### src/rtl/riscv_pkg.sv
// Shared encodings for the multicycle RISC-V control path: FSM states, opcodes,
// ALU operation codes (also consumed by the ALU) and mux/immediate selects.
package riscv_pkg;

  typedef enum logic [3:0] {
    FETCH    = 4'd0,
    DECODE   = 4'd1,
    MEMADR   = 4'd2,
    MEMREAD  = 4'd3,
    MEMWB    = 4'd4,
    MEMWRITE = 4'd5,
    EXECUTER = 4'd6,
    EXECUTEI = 4'd7,
    EXECUTEU = 4'd8,
    ALUWB    = 4'd9,
    BEQ      = 4'd10,
    JAL      = 4'd11
  } state_t;

  localparam logic [6:0] OP_LW    = 7'b0000011;
  localparam logic [6:0] OP_SW    = 7'b0100011;
  localparam logic [6:0] OP_RTYPE = 7'b0110011;
  localparam logic [6:0] OP_ITYPE = 7'b0010011;
  localparam logic [6:0] OP_BEQ   = 7'b1100011;
  localparam logic [6:0] OP_JAL   = 7'b1101111;
  localparam logic [6:0] OP_LUI   = 7'b0110111;

  localparam logic [2:0] ALU_ADD  = 3'b000;
  localparam logic [2:0] ALU_SUB  = 3'b001;
  localparam logic [2:0] ALU_AND  = 3'b010;
  localparam logic [2:0] ALU_OR   = 3'b011;
  localparam logic [2:0] ALU_PASS = 3'b100;
  localparam logic [2:0] ALU_SLT  = 3'b101;

  typedef enum logic [1:0] {
    ALUOP_ADD   = 2'b00,
    ALUOP_SUB   = 2'b01,
    ALUOP_FUNCT = 2'b10,
    ALUOP_PASS  = 2'b11
  } aluop_t;

  localparam logic [2:0] IMM_I = 3'b000;
  localparam logic [2:0] IMM_S = 3'b001;
  localparam logic [2:0] IMM_B = 3'b010;
  localparam logic [2:0] IMM_J = 3'b011;
  localparam logic [2:0] IMM_U = 3'b100;

  localparam logic [1:0] RES_ALUOUT    = 2'b00;
  localparam logic [1:0] RES_DATA      = 2'b01;
  localparam logic [1:0] RES_ALURESULT = 2'b10;

  localparam logic [1:0] SRCA_PC    = 2'b00;
  localparam logic [1:0] SRCA_OLDPC = 2'b01;
  localparam logic [1:0] SRCA_RS1   = 2'b10;

  localparam logic [1:0] SRCB_RS2  = 2'b00;
  localparam logic [1:0] SRCB_IMM  = 2'b01;
  localparam logic [1:0] SRCB_FOUR = 2'b10;

  // Immediate format depends only on the opcode, independent of FSM state.
  function automatic logic [2:0] imm_sel(input logic [6:0] op);
    case (op)
      OP_LW, OP_ITYPE: imm_sel = IMM_I;
      OP_SW:           imm_sel = IMM_S;
      OP_BEQ:          imm_sel = IMM_B;
      OP_JAL:          imm_sel = IMM_J;
      OP_LUI:          imm_sel = IMM_U;
      default:         imm_sel = 3'b000;
    endcase
  endfunction

endpackage

### src/rtl/multicycle_controller_if.sv
// Bundle between the controller and the datapath: instruction fields and Zero
// flow in, enables, mux selects, ALU code and debug state flow out.
interface multicycle_controller_if;
  logic [6:0] op;
  logic [2:0] funct3;
  logic       funct7b5;
  logic       Zero;
  logic       PCWrite;
  logic       AdrSrc;
  logic       MemWrite;
  logic       IRWrite;
  logic       RegWrite;
  logic [1:0] ResultSrc;
  logic [1:0] ALUSrcA;
  logic [1:0] ALUSrcB;
  logic [2:0] ImmSrc;
  logic [2:0] ALUControl;
  logic [3:0] State;

  modport master (
    input  op, funct3, funct7b5, Zero,
    output PCWrite, AdrSrc, MemWrite, IRWrite, RegWrite,
    output ResultSrc, ALUSrcA, ALUSrcB, ImmSrc, ALUControl, State
  );

  modport slave (
    output op, funct3, funct7b5, Zero,
    input  PCWrite, AdrSrc, MemWrite, IRWrite, RegWrite,
    input  ResultSrc, ALUSrcA, ALUSrcB, ImmSrc, ALUControl, State
  );
endinterface

### src/rtl/alu_decoder.sv
// Combinational mapping of ALUOp and instruction function fields to the
// 3-bit ALU operation code.
module alu_decoder
  import riscv_pkg::*;
(
  input  aluop_t     alu_op,
  input  logic [2:0] funct3,
  input  logic       op5,
  input  logic       funct7b5,
  output logic [2:0] alu_control
);

  always_comb begin
    alu_control = ALU_ADD;
    case (alu_op)
      ALUOP_ADD:  alu_control = ALU_ADD;
      ALUOP_SUB:  alu_control = ALU_SUB;
      ALUOP_PASS: alu_control = ALU_PASS;
      default: begin
        case (funct3)
          // op[5] separates R-type from I-type, so addi never becomes sub.
          3'b000:  alu_control = (op5 & funct7b5) ? ALU_SUB : ALU_ADD;
          3'b010:  alu_control = ALU_SLT;
          3'b110:  alu_control = ALU_OR;
          3'b111:  alu_control = ALU_AND;
          default: alu_control = ALU_ADD;
        endcase
      end
    endcase
  end

endmodule

### src/rtl/multicycle_controller.sv
// Moore control FSM for the multicycle RISC-V datapath; drives enables, mux
// selects, immediate format and ALU code from the current state and opcode.
module multicycle_controller
  import riscv_pkg::*;
(
  input  logic                    clk,
  input  logic                    rst_n,
  multicycle_controller_if.master bus
);

  state_t     state_reg, state_next;
  aluop_t     alu_op;
  logic       pc_update, branch;
  logic       mem_write_raw, ir_write_raw, reg_write_raw;

  always_ff @(posedge clk or negedge rst_n) begin
    if (!rst_n) state_reg <= FETCH;
    else        state_reg <= state_next;
  end

  always_comb begin
    state_next = FETCH;
    case (state_reg)
      FETCH:  state_next = DECODE;
      DECODE: begin
        case (bus.op)
          OP_LW, OP_SW: state_next = MEMADR;
          OP_RTYPE:     state_next = EXECUTER;
          OP_ITYPE:     state_next = EXECUTEI;
          OP_LUI:       state_next = EXECUTEU;
          OP_BEQ:       state_next = BEQ;
          OP_JAL:       state_next = JAL;
          default:      state_next = FETCH;
        endcase
      end
      MEMADR:   state_next = (bus.op == OP_SW) ? MEMWRITE : MEMREAD;
      MEMREAD:  state_next = MEMWB;
      EXECUTER, EXECUTEI, EXECUTEU, JAL: state_next = ALUWB;
      default:  state_next = FETCH;
    endcase
  end

  always_comb begin
    bus.AdrSrc    = 1'b0;
    bus.ResultSrc = RES_ALUOUT;
    bus.ALUSrcA   = SRCA_PC;
    bus.ALUSrcB   = SRCB_RS2;
    alu_op        = ALUOP_ADD;
    pc_update     = 1'b0;
    branch        = 1'b0;
    mem_write_raw = 1'b0;
    ir_write_raw  = 1'b0;
    reg_write_raw = 1'b0;
    case (state_reg)
      FETCH: begin
        ir_write_raw  = 1'b1;
        bus.ALUSrcB   = SRCB_FOUR;
        bus.ResultSrc = RES_ALURESULT;
        pc_update     = 1'b1;
      end
      DECODE: begin
        // Branch target is precomputed from OldPC while the opcode decodes.
        bus.ALUSrcA = SRCA_OLDPC;
        bus.ALUSrcB = SRCB_IMM;
      end
      MEMADR: begin
        bus.ALUSrcA = SRCA_RS1;
        bus.ALUSrcB = SRCB_IMM;
      end
      MEMREAD: bus.AdrSrc = 1'b1;
      MEMWB: begin
        bus.ResultSrc = RES_DATA;
        reg_write_raw = 1'b1;
      end
      MEMWRITE: begin
        bus.AdrSrc    = 1'b1;
        mem_write_raw = 1'b1;
      end
      EXECUTER: begin
        bus.ALUSrcA = SRCA_RS1;
        alu_op      = ALUOP_FUNCT;
      end
      EXECUTEI: begin
        bus.ALUSrcA = SRCA_RS1;
        bus.ALUSrcB = SRCB_IMM;
        alu_op      = ALUOP_FUNCT;
      end
      EXECUTEU: begin
        bus.ALUSrcB = SRCB_IMM;
        alu_op      = ALUOP_PASS;
      end
      ALUWB: reg_write_raw = 1'b1;
      BEQ: begin
        bus.ALUSrcA = SRCA_RS1;
        alu_op      = ALUOP_SUB;
        branch      = 1'b1;
      end
      JAL: begin
        bus.ALUSrcA = SRCA_OLDPC;
        bus.ALUSrcB = SRCB_FOUR;
        pc_update   = 1'b1;
      end
      default: ;
    endcase
  end

  // The state register resets to FETCH, whose strobes are active; gate them
  // so nothing writes while rst_n is held low.
  assign bus.PCWrite  = rst_n & (pc_update | (branch & bus.Zero));
  assign bus.MemWrite = rst_n & mem_write_raw;
  assign bus.IRWrite  = rst_n & ir_write_raw;
  assign bus.RegWrite = rst_n & reg_write_raw;
  assign bus.ImmSrc   = imm_sel(bus.op);
  assign bus.State    = state_reg;

  alu_decoder u_alu_decoder (
    .alu_op      (alu_op),
    .funct3      (bus.funct3),
    .op5         (bus.op[5]),
    .funct7b5    (bus.funct7b5),
    .alu_control (bus.ALUControl)
  );

endmodule

### src/flat_wrapper.sv
// flat-port wrapper written by rule: the top's interface ports become plain ports
module multicycle_controller_flat import riscv_pkg::*;
  (clk, rst_n, bus_op, bus_funct3, bus_funct7b5, bus_Zero, bus_PCWrite, bus_AdrSrc, bus_MemWrite, bus_IRWrite, bus_RegWrite, bus_ResultSrc, bus_ALUSrcA, bus_ALUSrcB, bus_ImmSrc, bus_ALUControl, bus_State);
  multicycle_controller_if bus_i ();
  input  logic clk;
  input  logic rst_n;
  input wire logic [$bits(bus_i.op)-1:0] bus_op;
  input wire logic [$bits(bus_i.funct3)-1:0] bus_funct3;
  input wire logic [$bits(bus_i.funct7b5)-1:0] bus_funct7b5;
  input wire logic [$bits(bus_i.Zero)-1:0] bus_Zero;
  output wire logic [$bits(bus_i.PCWrite)-1:0] bus_PCWrite;
  output wire logic [$bits(bus_i.AdrSrc)-1:0] bus_AdrSrc;
  output wire logic [$bits(bus_i.MemWrite)-1:0] bus_MemWrite;
  output wire logic [$bits(bus_i.IRWrite)-1:0] bus_IRWrite;
  output wire logic [$bits(bus_i.RegWrite)-1:0] bus_RegWrite;
  output wire logic [$bits(bus_i.ResultSrc)-1:0] bus_ResultSrc;
  output wire logic [$bits(bus_i.ALUSrcA)-1:0] bus_ALUSrcA;
  output wire logic [$bits(bus_i.ALUSrcB)-1:0] bus_ALUSrcB;
  output wire logic [$bits(bus_i.ImmSrc)-1:0] bus_ImmSrc;
  output wire logic [$bits(bus_i.ALUControl)-1:0] bus_ALUControl;
  output wire logic [$bits(bus_i.State)-1:0] bus_State;
  assign bus_i.op = bus_op;
  assign bus_i.funct3 = bus_funct3;
  assign bus_i.funct7b5 = bus_funct7b5;
  assign bus_i.Zero = bus_Zero;
  assign bus_PCWrite = bus_i.PCWrite;
  assign bus_AdrSrc = bus_i.AdrSrc;
  assign bus_MemWrite = bus_i.MemWrite;
  assign bus_IRWrite = bus_i.IRWrite;
  assign bus_RegWrite = bus_i.RegWrite;
  assign bus_ResultSrc = bus_i.ResultSrc;
  assign bus_ALUSrcA = bus_i.ALUSrcA;
  assign bus_ALUSrcB = bus_i.ALUSrcB;
  assign bus_ImmSrc = bus_i.ImmSrc;
  assign bus_ALUControl = bus_i.ALUControl;
  assign bus_State = bus_i.State;
  multicycle_controller u_core (.clk(clk), .rst_n(rst_n), .bus(bus_i));
endmodule
### config.mk
export PLATFORM = sky130hd
export DESIGN_NAME = multicycle_controller_flat
export DESIGN_NICKNAME = d
export VERILOG_FILES = /design/src/rtl/riscv_pkg.sv /design/src/rtl/multicycle_controller_if.sv /design/src/rtl/alu_decoder.sv /design/src/rtl/multicycle_controller.sv /design/src/flat_wrapper.sv
export SDC_FILE = /design/constraint.sdc
export NUM_CORES = 1
export LEC_CHECK = 0
export ABC_AREA = 1
export ABC_CLOCK_PERIOD_IN_PS = 2700
export CAP_MARGIN = 20
export CORE_MARGIN = 2
export CORE_UTILIZATION = 38
export DETAILED_ROUTE_END_ITERATION = 16
export GPL_ROUTABILITY_DRIVEN = 0
export PLACE_DENSITY = 0.84
export SLEW_MARGIN = 20
export SYNTH_ARGS = -nofsm -noshare
export SYNTH_HDL_FRONTEND = slang
export SYNTH_SLANG_ARGS = --single-unit
export TNS_END_PERCENT = 5
### constraint.sdc
create_clock -name clk -period 2.7 [get_ports clk]
set_input_delay 0.81 -clock clk [delete_from_list [all_inputs] [get_ports clk]]
set_output_delay 0.81 -clock clk [all_outputs]
set_load 0.01 [all_outputs]
==> run summary <==
TritonRoute pass-1 iters: 4
YS warnings: 0
failing checks: setup timing
Cells after Synth: 99
GRT Max-Usage Layer: met2
Main synth FF type: dfrtp_1
Pwr Density: 500 mW/mm²
H-Tree Depth: 1
Ports: 35
synthesized flop and latch total: 4
count leader, synth: nand2_1
Crit. End Element: output port
Final Hold Fails: 0
CP max FO: 4
via/cell ratio: 4.72
sequential fraction of the synthesis area: 18.7%
Max clock buf depth: 2
core outline area: 0.00130 mm²
part of the power in registers: 17.9%
fin nets: 164
switching power: 213 µW
clock sink count: 4
top cells by area, synth: nand2_1 (22%), dfrtp_1 (19%), inv_1 (11%)
met2 Use GR: 38.8%
Place WS: -418 ps
outcome: complete, but fails checks
Post-Syn Nets: 113
Post-synth EDFFs: 0
post-synth top area share: 21.7%
Slew HR: 81.1%
critical path data arrival time: 1940 ps
initial antenna violation count: 0
Internal Pwr Total: 296 µW
Mapped Area: 536 µm²
worst hold path type: reg2reg
Worst path slowest cell: clkdlybuf4s50_1
DR iter-0 viols: 14
Total Wirelength: 1710 µm
delay-heaviest family, CP: buffers and inverters
path type of the worst setup path: in2out
Area Overhead vs Synth: 90.2%
Worst Path Buf+Inv: 2
combinational fraction of design power: 67.3%
GR Layer Usage met3: 6.96%
Setup crit start kind: primary input
wire per inst: 10.5 µm
Avg Inst Size Synth: 5.41 µm²
# fillers: 108
fraction of layout cells with a size suffix above 1: 30.4%
number of setup violations in the final report: 1
drc violations: 0
global routing usage on met1: 22.4%
Detail Route Antenna Nets: 0
synth cell count leaders: nand2_1 (31), inv_1 (16), nor2_1 (15), inv_2 (7), nand3_1 (5)
GR Overflow Total: 0
Die Wd: 41.5 µm
final core occ: 78.3%
Least-Margin Pin Slew: 284 ps
worst-skew pair later-pin latency: 240 ps
max reg flops: 4
Starting Density: 41.2%
Final Cycle Share: 102%
maxcap violations: 0
post-route setup slack: -54.0 ps
synth unique cells: 20
full die area: 0.00173 mm²
Sw Share: 41.9%
clock share of power: 14.8%
die height: 41.5 µm
clock buffer count from CTS: 3
final clock skew: 7.22 ps
leading area contributor after synthesis: nand2_1
HPWL after DPL: 1340 µm
slowest stage delay, CP: 480 ps
Fmax: 363 MHz
first-pass GRT wire length: 2840 µm
Root Buffer: clkbuf_4
maximum VDD drop: 0.426 mV
vias in the first global route: 699
FF+latch area: 100 µm²
routed vias: 770
fin crit period: 2750 ps
WP data required: 1890 ps
Pleak: 0.000604 µW
worst-path cell chain: clkdlybuf4s50_1, nand2_2, nor3_2, nand3_1, nand2_1, buf_2
ys async rst share: 100%
CTS tree: yes
unrepaired setup endpoints after global routing: true
footprint of the multi-input gates: 383 µm²
# rows: 13
I/O Buffers: 34
largest net degree at the start of global routing: 7
clk slew on worst S/H paths: 40 ps
max-slew violation count: 0
total global-route track usage: 20.5%
ANT cells: 0
[kinds of logic (layout without fill, tap and decap cells)]
family | Yosys count | in the layout | synth area share [%]
AND/OR/NAND/NOR | 63 | 63 | 55.6
buffers and inverters | 23 | 72 | 16.1
AO/OA/AOI/OAI | 9 | 9 | 9.58
flip-flops | 4 | 4 | 18.7
[final cells by class]
type	count	share of cell area, %
clock buffers	3	2.21
inverters	23	8.48
multi-input cells	72	37.6
flip-flops and latches	4	9.83
well taps	15	1.84
repair buffers	46	40.0
[cell usage in the layout, fill, tap and decap left out, drive strengths merged]
master         netlist  final
buf                  0     13
clkdlybuf4s15        0      1
nand3                6      6
o21ai                4      4
a21oi                3      3
inv                 23     23
nand2               33     33
dfrtp                4      4
clkbuf               0      6
nor2                20     20
nand4                1      1
o22ai                1      1
dlymetal6s2s         0      2
nor3                 3      3
a31oi                1      1
dlygate4sd2          0      7
clkdlybuf4s50        0     20
[what timing repair did]
action,CTS,global route
resized for setup,18,17
hold buffers,0,0
buffers inserted,0,2
hold endpoints to repair,0,0
endpoints found under the setup margin,10,6
pin swaps,2,5
gates cloned,0,0
[worst register-to-register path: cells and delay by family, from the launching register on]
kind,cells,cell delay (ps)
buf+inv,1,80
flops,1,470
simple gates,4,520
[per-layer routing]
| metal | vias to the layer above | part of all wire, % | wire, µm |
|---|---|---|---|
| met2 | 33 | 53 | 912 |
| met1 | 334 | 40 | 683 |
| met5 | - | 0 | 0 |
| met4 | 0 | 0.59 | 10 |
| met3 | 2 | 5.8 | 99 |
| li1 | 401 | - | - |
[power by group through the flow]
stage               clock network [µW]  logic [µW]  registers (µW)
floorplan                            0         163            94.6
global placement                     0         342            90.7
detailed placement                   0         348            90.5
CTS                               77.3         339            89.9
global route                      84.5         368            93.3
finish                            75.3         342            91.3
[through the flow]
step | TNS, ps | total power (µW) | hold WS, ps | cells | cell area, µm²
6_report | -54.0 | 509 | 703 | 163 | 1020
5_1_grt | -210 | 546 | 738 | 163 | 1020
4_1_cts | -236 | 506 | 699 | 161 | 987
3_5_place_dp | -2500 | 438 | 688 | 158 | 970
3_3_place_gp | -2300 | 433 | 694 | 158 | 970
2_1_floorplan | 0 | 258 | 514 | 99 | 536
[final timing paths]
check	cells past startpoint	slack (ps)	from	endpoint
max in group asynchronous	2	1730	rst_n	u_core.bus.State[3]$_DFF_PN0_
min in group asynchronous	2	860	rst_n	u_core.bus.State[2]$_DFF_PN0_
hold reg to reg	3	700	u_core.bus.State[0]$_DFF_PN0_	u_core.bus.State[0]$_DFF_PN0_
setup / recovery	6	-50	bus_op[0]	bus_ImmSrc[0]
setup reg to reg	5	1560	u_core.bus.State[2]$_DFF_PN0_	u_core.bus.State[2]$_DFF_PN0_
hold / removal	3	700	u_core.bus.State[0]$_DFF_PN0_	u_core.bus.State[0]$_DFF_PN0_
Power figures use the tool's default switching activity.
